## config.mk

```make
export PLATFORM = sky130hd
export DESIGN_NAME = shift_deser
export DESIGN_NICKNAME = d
export VERILOG_FILES = /design/src/rtl/shift_deser.sv
export SDC_FILE = /design/constraint.sdc
export NUM_CORES = 1
export LEC_CHECK = 0
export CORE_MARGIN = 1.5
export CORE_UTILIZATION = 57
export CTS_CLUSTER_DIAMETER = 30
export DETAILED_ROUTE_END_ITERATION = 8
export PLACE_DENSITY_LB_ADDON = 0.05
export SYNTH_ARGS = -nofsm -noshare
export SYNTH_HDL_FRONTEND = slang
export SYNTH_SLANG_ARGS = --single-unit
```

## constraint.sdc

```tcl
create_clock -name clk -period 2.5 [get_ports clk]
set_input_delay 0.375 -clock clk [delete_from_list [all_inputs] [get_ports clk]]
set_output_delay 0.375 -clock clk [all_outputs]
set_load 0.01 [all_outputs]
```

## src/rtl/shift_deser.sv

```systemverilog
// rtl/shift_deser.sv - serial bit-stream deserializer with sync hunt and output FIFO (optional DESER_PARITY_EN)
module shift_deser #(
    parameter int                WIDTH = 8,
    parameter logic [WIDTH-1:0]  SYNC  = 8'hA5,
    parameter int                DEPTH = 4
) (
    input  logic             clk,
    input  logic             clr,
    input  logic             shift_in,
    input  logic             bit_en,
    input  logic             resync,
    output logic [WIDTH-1:0] out_data,
    output logic             out_valid,
    input  logic             out_ready,
    output logic             locked,
    output logic             overflow
`ifdef DESER_PARITY_EN
    ,
    output logic             parity_err
`endif
);

    localparam int CW = $clog2(WIDTH);
    localparam int AW = $clog2(DEPTH);

    localparam logic [CW-1:0] LAST_BIT = CW'(WIDTH - 1);
    localparam logic [AW:0]   FULL_CNT = (AW + 1)'(DEPTH);

    typedef enum logic [1:0] {
        HUNT = 2'd0,
        LOCK = 2'd1
`ifdef DESER_PARITY_EN
        ,
        PAR  = 2'd2
`endif
    } state_t;

    state_t           state;
    logic [WIDTH-1:0] window;
    logic [CW-1:0]    cnt;
`ifdef DESER_PARITY_EN
    logic             par_is_sync;
`endif

    logic [WIDTH-1:0] mem [DEPTH];
    logic [AW-1:0]    wr_ptr;
    logic [AW-1:0]    rd_ptr;
    logic [AW:0]      count;

    logic [WIDTH-1:0] next_window;
    logic [WIDTH-1:0] push_word;
    logic             push_req;
    logic             push_ok;
    logic             pop;
    logic             full;

    assign next_window = {window[WIDTH-2:0], shift_in};
    assign out_valid   = (count != '0);
    assign full        = (count == FULL_CNT);
    assign pop         = out_valid && out_ready;
    assign push_ok     = push_req && (!full || pop);
    // Head word is forced to zero while empty so out_data reads 0 after reset
    assign out_data    = out_valid ? mem[rd_ptr] : '0;

    // Decide whether a finished word is offered to the FIFO on this edge
    always_comb begin
        push_req  = 1'b0;
        push_word = next_window;
`ifdef DESER_PARITY_EN
        // The window is frozen during PAR, so it still holds the data word
        push_word = window;
        if (bit_en && !resync && state == PAR && shift_in == ^window && !par_is_sync) begin
            push_req = 1'b1;
        end
`else
        if (bit_en && !resync && state == LOCK && cnt == LAST_BIT && next_window != SYNC) begin
            push_req = 1'b1;
        end
`endif
    end

    // Framing FSM: hunt for the sync word, then count fixed-width words
    always_ff @(posedge clk) begin
        if (clr) begin
            state    <= HUNT;
            window   <= '0;
            cnt      <= '0;
            locked   <= 1'b0;
`ifdef DESER_PARITY_EN
            par_is_sync <= 1'b0;
            parity_err  <= 1'b0;
`endif
        end else begin
`ifdef DESER_PARITY_EN
            parity_err <= 1'b0;
`endif
            if (resync) begin
                // Partial word is abandoned; the window keeps sliding for the hunt
                state  <= HUNT;
                cnt    <= '0;
                locked <= 1'b0;
                if (bit_en) begin
                    window <= next_window;
                end
            end else if (bit_en) begin
                case (state)
                    HUNT: begin
                        window <= next_window;
                        if (next_window == SYNC) begin
                            cnt <= '0;
`ifdef DESER_PARITY_EN
                            state       <= PAR;
                            par_is_sync <= 1'b1;
`else
                            state  <= LOCK;
                            locked <= 1'b1;
`endif
                        end
                    end
                    LOCK: begin
                        window <= next_window;
                        if (cnt == LAST_BIT) begin
                            cnt <= '0;
`ifdef DESER_PARITY_EN
                            state       <= PAR;
                            par_is_sync <= (next_window == SYNC);
`endif
                        end else begin
                            cnt <= cnt + CW'(1);
                        end
                    end
`ifdef DESER_PARITY_EN
                    PAR: begin
                        if (shift_in == ^window) begin
                            state  <= LOCK;
                            locked <= 1'b1;
                        end else begin
                            state      <= HUNT;
                            locked     <= 1'b0;
                            parity_err <= 1'b1;
                        end
                    end
`endif
                    default: begin
                        state  <= HUNT;
                        locked <= 1'b0;
                    end
                endcase
            end
        end
    end

    // FIFO storage needs no reset: entries are only read while counted valid
    always_ff @(posedge clk) begin
        if (!clr && push_ok) begin
            mem[wr_ptr] <= push_word;
        end
    end

    // FIFO pointers, occupancy and sticky overflow
    always_ff @(posedge clk) begin
        if (clr) begin
            wr_ptr   <= '0;
            rd_ptr   <= '0;
            count    <= '0;
            overflow <= 1'b0;
        end else begin
            if (pop) begin
                rd_ptr <= rd_ptr + AW'(1);
            end
            if (push_ok) begin
                wr_ptr <= wr_ptr + AW'(1);
            end
            if (push_req && !push_ok) begin
                overflow <= 1'b1;
            end
            case ({push_ok, pop})
                2'b10:   count <= count + (AW + 1)'(1);
                2'b01:   count <= count - (AW + 1)'(1);
                default: count <= count;
            endcase
        end
    end

endmodule

```

==> run_results.csv, run 1 <==
group,metric,value,unit
run_status,status,"finished, final reports clean",
yosys,synth_nets,169,
yosys,yosys-top-cells-area,"edfxtp_1 43%, dfxtp_1 19%, mux4_2 8.1%",
yosys,netlist.top_cell.by_area,"edfxtp_1",
clock_network,ctsResizeCount,0,
floorplanning,initial_utilization,0.5987,
yosys,synthFlopType,"edfxtp_1",
cells_and_area,finalNetCount,201,
drt,antenna_violating_nets_post_route,0,
yosys,synthDistinctLibCells,33,
hold_path,hold-path-cell-count,1,
placement,place.detailed.hpwl,2592,um
cells_and_area,ratio_of_cells_with_drive_above_1_in_the_final_layout,0.1755,
clock_network,tritoncts_num_sinks,53,
pwr,standby_leakage_power,0.9342,nW
drt,detail_route.iter0.violations,31,
pwr,pwr_density_cell,540.6,mW/mm2
yosys,post_synth_xor_area_fraction,0.01575,
cells_and_area,areaGrowthSynthToFinish,17.89,%
cells_and_area,utilization_of_the_core_after_routing,0.7057,
floorplanning,pin_count,17,
floorplanning,core_region_area,0.003716,mm2
yosys,post_synth_inst_count,155,
sta,whs,0.4202,ns
drt,detailroute.via_count,1262,
sta,slew_at_the_pin_closest_to_its_max_slew_limit,0.4678,ns
yosys,synth_enable_flop_cells,32,
grt,grt_util_all_layers,0.1918,
hold_path,hp-start,"shift_in",
sta,setup_repair_after_global_routing_missed_its_margin,"false",
critical_path,max_fanout_on_critical_path,2,
floorplanning,die_h,65.47,um
clock_network,cts_max_path_buffers,2,
sta,worst_relative_slew_slack,0.6871,
floorplanning,fp.dieArea,0.004286,mm2
grt,number_of_global_route_vias_before_repair,1295,
grt,largest_net_degree_at_the_start_of_global_routing,18,
clock_network,post-cts-setup-buffers,0,
yosys,synth_top_family_by_area,"multiplexers",
critical_path,worst-setup-path-type,"in -> reg",
clock_network,root_buffer,"clkbuf_8",
yosys,postSynthAreaPerCell,14.35,um2
clock_network,clock_tree_from_tritoncts,"built",
placement,numPortBuffers,16,
yosys,synth_sequential_area_ratio,0.6209,
yosys,synthesis_stage_register_bit_count,53,
sta,min_clock_period_post_route,2.372,ns
clock_network,numCtsBuffers,5,
grt,global_route.overflow_total,0,
sta,worst_clock_skew,0.003384,ns
yosys,synth-simple-area-share,0.1159,
critical_path,crit_path_end_kind,"flip-flop",
critical_path,worst-endpoint-arrival,2.61,ns
sta,setup_violations_final,0,
cells_and_area,layout_commonest_cell,"edfxtp_1",
hold_path,timing.hold.worst_endpoint,"mem[2][0]",
drt,routed_wire_length_per_instance,15.14,um
critical_path,critical_path.startpoint_type,"input port",
yosys,ys_async_sr_fraction,0,
grt,global_route_wire_length_before_repair,5940,um
clock_network,clock_insertion_delay_worst_skew,0.30,ns
sta,slew_viol_final,0,
sta,max_freq,421.6,MHz
critical_path,setup.reg_to_reg.worst_slack,0.15,ns
yosys,synth.cell_area,0.002225,mm2
yosys,ys_warn_count,0,
critical_path,r2r_start,"cnt[0]",
hold_path,timing.hold.worst.class,"in -> reg",
sta,timing.final.hold_violations,0,
run,cap_violations,0,
placement,place_inst,228,
cells_and_area,n_antenna_cell,0,
pwr,finalPower,0.001418,W
drt,first_pass_iters,4,
placement,gp_congestion,0.7423,
yosys,yosys.area_share.adder,0.04837,
floorplanning,die_w,65.47,um
critical_path,timing.critical_path.required,2.74,ns
clock_network,hold_buffers,0,
critical_path,r2r_end,"count[2]",
floorplanning,placement_rows,22,
cells_and_area,mostFrequentLayoutCells,"32 x edfxtp_1, 21 x dfxtp_1, 17 x nor2_1, 15 x clkdlybuf4s50_1, 14 x buf_4",
clock_network,clock_input_transition_at_the_sequential_cells_of_the_worst_setup_and_hold_paths,0.09,ns
yosys,synth_compound_area_frac,0.05062,
grt,antenna_found_initial,0,
yosys,muxShareOfSynthArea,0.1237,
cells_and_area,final_cell_count_no_fill,236,
pwr,ir_drop,0.3699,mV
drt,viasPerCell,5.347,
clock_network,cts.htree.levels,2,
critical_path,r2r_cells,10,
sta,finalCritPeriodShare,0.9488,
drt,detail_route.drc_violations,0,
drt,drt_wl_total,3574,um
yosys,synth_largest_type_area_fraction,0.4319,
[report_power, final]
group / total (W) / leakage [nW] / switching, W / internal (W)
registers: 0.000923 / 0.464 / 0.00000326 / 0.000920
clock network: 0.000464 / 0.0364 / 0.000268 / 0.000196
logic: 0.0000307 / 0.434 / 0.0000156 / 0.0000151
[sequential cells by signal (all words and copies together) (netlist names), named ones only]
register	count
mem	32
count	3
cnt	3
window	7
rd_ptr	2
wr_ptr	2
locked	1
overflow	1
[critical path, cell delays in order]
cell,delay [ns]
clkdlybuf4s50_1,0.42
or4b_4,0.50
o211ai_4,0.10
ha_1,0.19
inv_1,0.05
fa_1,0.37
xor2_1,0.15
or3_1,0.30
a21oi_1,0.14
[kinds of logic after synthesis]
family	after synthesis
compound gates	16
xor+xnor	4
fa+ha+maj	8
buf+inv	14
flops	53
mux	17
simple gates	43
[cells in the mapped netlist, drive strengths merged (2+ instances only)]
| library cell | instances |
|---|---|
| a21oi | 4 |
| a31oi | 2 |
| and4b | 2 |
| buf | 2 |
| clkbuf | 3 |
| dfxtp | 21 |
| edfxtp | 32 |
| ha | 7 |
| inv | 9 |
| mux2i | 8 |
| mux4 | 8 |
| nand2b | 2 |
| nand4bb | 2 |
| nor2 | 17 |
| nor2b | 8 |
| nor3 | 2 |
| nor3b | 4 |
| o211ai | 2 |
| o21ai | 4 |
| xor2 | 4 |
[how the worst max path moves through the flow]
| stage | start | endpoint | slack (ns) | depth (start not counted) |
|---|---|---|---|---|
| floorplan | count[0] | count[2] | 0.20 | 8 |
| global placement | out_ready | count[2] | -0.14 | 9 |
| detailed placement | out_ready | count[2] | -0.20 | 9 |
| CTS | shift_in | count[2] | 0.12 | 9 |
| global route | cnt[0] | count[2] | 0.01 | 10 |
| finish | out_ready | count[2] | 0.13 | 9 |
[layout make-up]
type	count	area, um2
Clock buffer	5	68.82
Timing Repair Buffer	30	267.8
Inverter	9	33.78
Clock inverter	3	22.52
Sequential cell	53	1381
Tap cell	48	60.06
Fill cell	282	1094
Multi-Input combinational cell	88	788.3
[routing by layer]
layer | vias to the layer above | GRT usage | part of all wire
met3 | 2 | 0.05479 | 0.031
met5 | - | 0 | 0
li1 | 634 | - | -
met1 | 604 | 0.2153 | 0.43
met4 | 0 | 0.05990 | 0.0076
met2 | 22 | 0.3508 | 0.53
[stage by stage]
| stage | setup TNS [ns] | setup slack, ns | instance area, um2 |
|---|---|---|---|
| floorplan | 0 | 0.1971 | 2225 |
| global placement | -0.1449 | -0.1449 | 2529 |
| detailed placement | -0.2028 | -0.2028 | 2529 |
| CTS | 0 | 0.1190 | 2620 |
| global route | 0 | 0.01092 | 2623 |
| finish | 0 | 0.1279 | 2623 |
No activity file was read; power rests on OpenSTA's default activity.
==> run 2: changes to the inputs <==
--- a/config.mk
+++ b/config.mk
@@ -5,6 +5,7 @@
 export SDC_FILE = /design/constraint.sdc
 export NUM_CORES = 1
 export LEC_CHECK = 0
+export CORE_ASPECT_RATIO = 1.25
 export CORE_MARGIN = 1.5
 export CORE_UTILIZATION = 57
 export CTS_CLUSTER_DIAMETER = 30
==> run 2 against run 1 <==
Against the previous run: total power grew 6.8%; first-iteration DRC count grew 35%; sequential share of layout area shrank 0.40 points; utilization shrank 0.17 points; register-to-register slack gained 0.02 ns; global-route usage grew 0.41 points; design area grew 0.76%; clock power grew 21%; maximum frequency grew 0.57%; sequential cell count is the same; highest routed layer unchanged; wire length grew 4.8%; non-clock buffer count grew 1.
==> run_results.csv, run 2 (synthesis results as in run 1) <==
group,metric,value,unit
sta,setup_tns,0,ns
grt,global_route.overflow_total,0,
sta,max_freq,424.0,MHz
run_status,status,"finished, final reports clean",
cells_and_area,layout_commonest_cell,"edfxtp_1",
cells_and_area,registers.top_by_ff_count,"mem",
grt,grt_util_all_layers,0.1960,
grt,largest_net_degree_at_the_start_of_global_routing,19,
cells_and_area,largest_register_ffs,32,
sta,finalCritPeriodShare,0.9435,
critical_path,r2r_cells,8,
pwr,standby_leakage_power,0.9563,nW
sta,fin_ws,0.1413,ns
pwr,share_clk_of_total_power,0.370,
placement,gp_congestion,0.7980,
sta,worst_clock_skew,0.008741,ns
clock_network,hold_buffers,0,
drt,viasPerCell,5.690,
clock_network,cts.htree.levels,2,
sta,timing.final.hold_violations,0,
placement,pre_cts_slack,-0.2149,ns
drt,first_pass_iters,4,
critical_path,worst-setup-path-type,"in -> reg",
drt,antenna_violating_nets_post_route,0,
floorplanning,die_w,58.88,um
critical_path,setup.reg_to_reg.worst_slack,0.17,ns
hold_path,timing.hold.worst.class,"reg -> reg",
drt,detail_route.drc_violations,0,
hold_path,hold-path-cell-count,2,
placement,place.detailed.hpwl,2663,um
placement,postPlaceCellArea,0.002519,mm2
critical_path,worst-endpoint-arrival,2.60,ns
pwr,finalPower,0.001514,W
cells_and_area,finalNetCount,202,
drt,drt_wl_total,3744,um
grt,global_route_wire_length_before_repair,6106,um
floorplanning,die_h,72.85,um
floorplanning,fp.dieArea,0.004289,mm2
drt,detailroute.via_count,1303,
pwr,p_comb_frac,0.020,
critical_path,critical_path.startpoint_type,"input port",
cells_and_area,final_design_area_no_fill,0.002643,mm2
clock_network,tritoncts_num_sinks,53,
run,cap_violations,0,
clock_network,clock_tree_from_tritoncts,"built",
floorplanning,pin_count,17,
cells_and_area,mostFrequentLayoutCells,"32 x edfxtp_1, 21 x dfxtp_1, 17 x nor2_1, 15 x clkdlybuf4s50_1, 15 x buf_4",
cells_and_area,ratio_of_cells_with_drive_above_1_in_the_final_layout,0.1799,
pwr,net-switching-power,0.0002790,W
grt,antenna_found_initial,0,
pwr,pwr_density_cell,573.1,mW/mm2
cells_and_area,n_antenna_cell,0,
drt,detail_route.iter0.violations,42,
placement,numPortBuffers,16,
clock_network,root_buffer,"clkbuf_8",
critical_path,max_fanout_on_critical_path,6,
sta,min_clock_period_post_route,2.359,ns
pwr,power.share.sequential,0.610,
sta,worst_relative_slew_slack,0.7332,
clock_network,clock_input_transition_at_the_sequential_cells_of_the_worst_setup_and_hold_paths,0.09,ns
pwr,ir_drop,0.3549,mV
grt,number_of_global_route_vias_before_repair,1324,
critical_path,crit_path_end_kind,"flip-flop",
clock_network,clock_insertion_delay_worst_skew,0.30,ns
floorplanning,placement_rows,25,
sta,setup_violations_final,0,
sta,slew_viol_final,0,
cells_and_area,largest_registers,"mem (32), window (7)",
floorplanning,core_region_area,0.003754,mm2
sta,slew_at_the_pin_closest_to_its_max_slew_limit,0.3996,ns
cells_and_area,areaGrowthSynthToFinish,18.78,%
pwr,switching_share,0.1843,
drt,routed_wire_length_per_instance,16.35,um
critical_path,timing.critical_path.required,2.74,ns
clock_network,numCtsBuffers,5,
pwr,internal_power_contribution,0.001235,W
floorplanning,initial_utilization,0.5927,
clock_network,cts_max_path_buffers,2,
run 2: layer usage:
| metal | wire length [um] | GRT usage | up-vias |
|---|---|---|---|
| met3 | 107 | 0.04610 | 4 |
| met1 | 1574 | 0.2212 | 636 |
| li1 | - | - | 636 |
| met4 | 38 | 0.07071 | 0 |
| met2 | 2022 | 0.3543 | 27 |
| met5 | 0 | 0 | - |
run 2: final timing paths:
kind | start | to
min | overflow | overflow
min reg2reg | overflow | overflow
max | shift_in | count[2]
max reg2reg | count[2] | count[2]
run 2: critical path: stages:
cell and delay (ns):
clkdlybuf4s50_1 0.55, nand4bb_1 0.21, o211ai_4 0.25, ha_2 0.21, inv_1 0.05, fa_1 0.36, xor2_1 0.15, or3_1 0.31
a21oi_1 0.12
run 2: what timing repair did:
action,4_1_cts,5_1_grt
resized for setup,0,2
setup endpoints to repair,0,1
buffers inserted,0,1
run 2: metrics by stage:
step	hold slack, ns	utilization	std cells
after floorplan	0.4457	-	155
after global placement	0.4350	0.6710	220
after detailed placement	0.4429	0.6710	220
after CTS	0.4592	0.7007	228
after global routing	0.4763	0.7040	229
final	0.4591	0.7040	229
run 2: cell type report:
cell class / instances / area [um2]
fill: 282 / 1111
tap: 40 / 50.05
timing repair buffer: 31 / 275.3
sequential: 53 / 1381
clock buffer: 6 / 72.57
multi-input combinational: 88 / 790.8
clock inverter: 2 / 38.79
inverter: 9 / 33.78
run 2: power by group through the flow:
stage / Sequential (W) / Clock, W / Combinational, W
after floorplan: 0.000942 / 0 / 0.0000146
after global placement: 0.000943 / 0 / 0.0000297
after detailed placement: 0.000944 / 0 / 0.0000311
after CTS: 0.000924 / 0.000574 / 0.0000313
after global routing: 0.000924 / 0.000599 / 0.0000336
final: 0.000923 / 0.000560 / 0.0000307
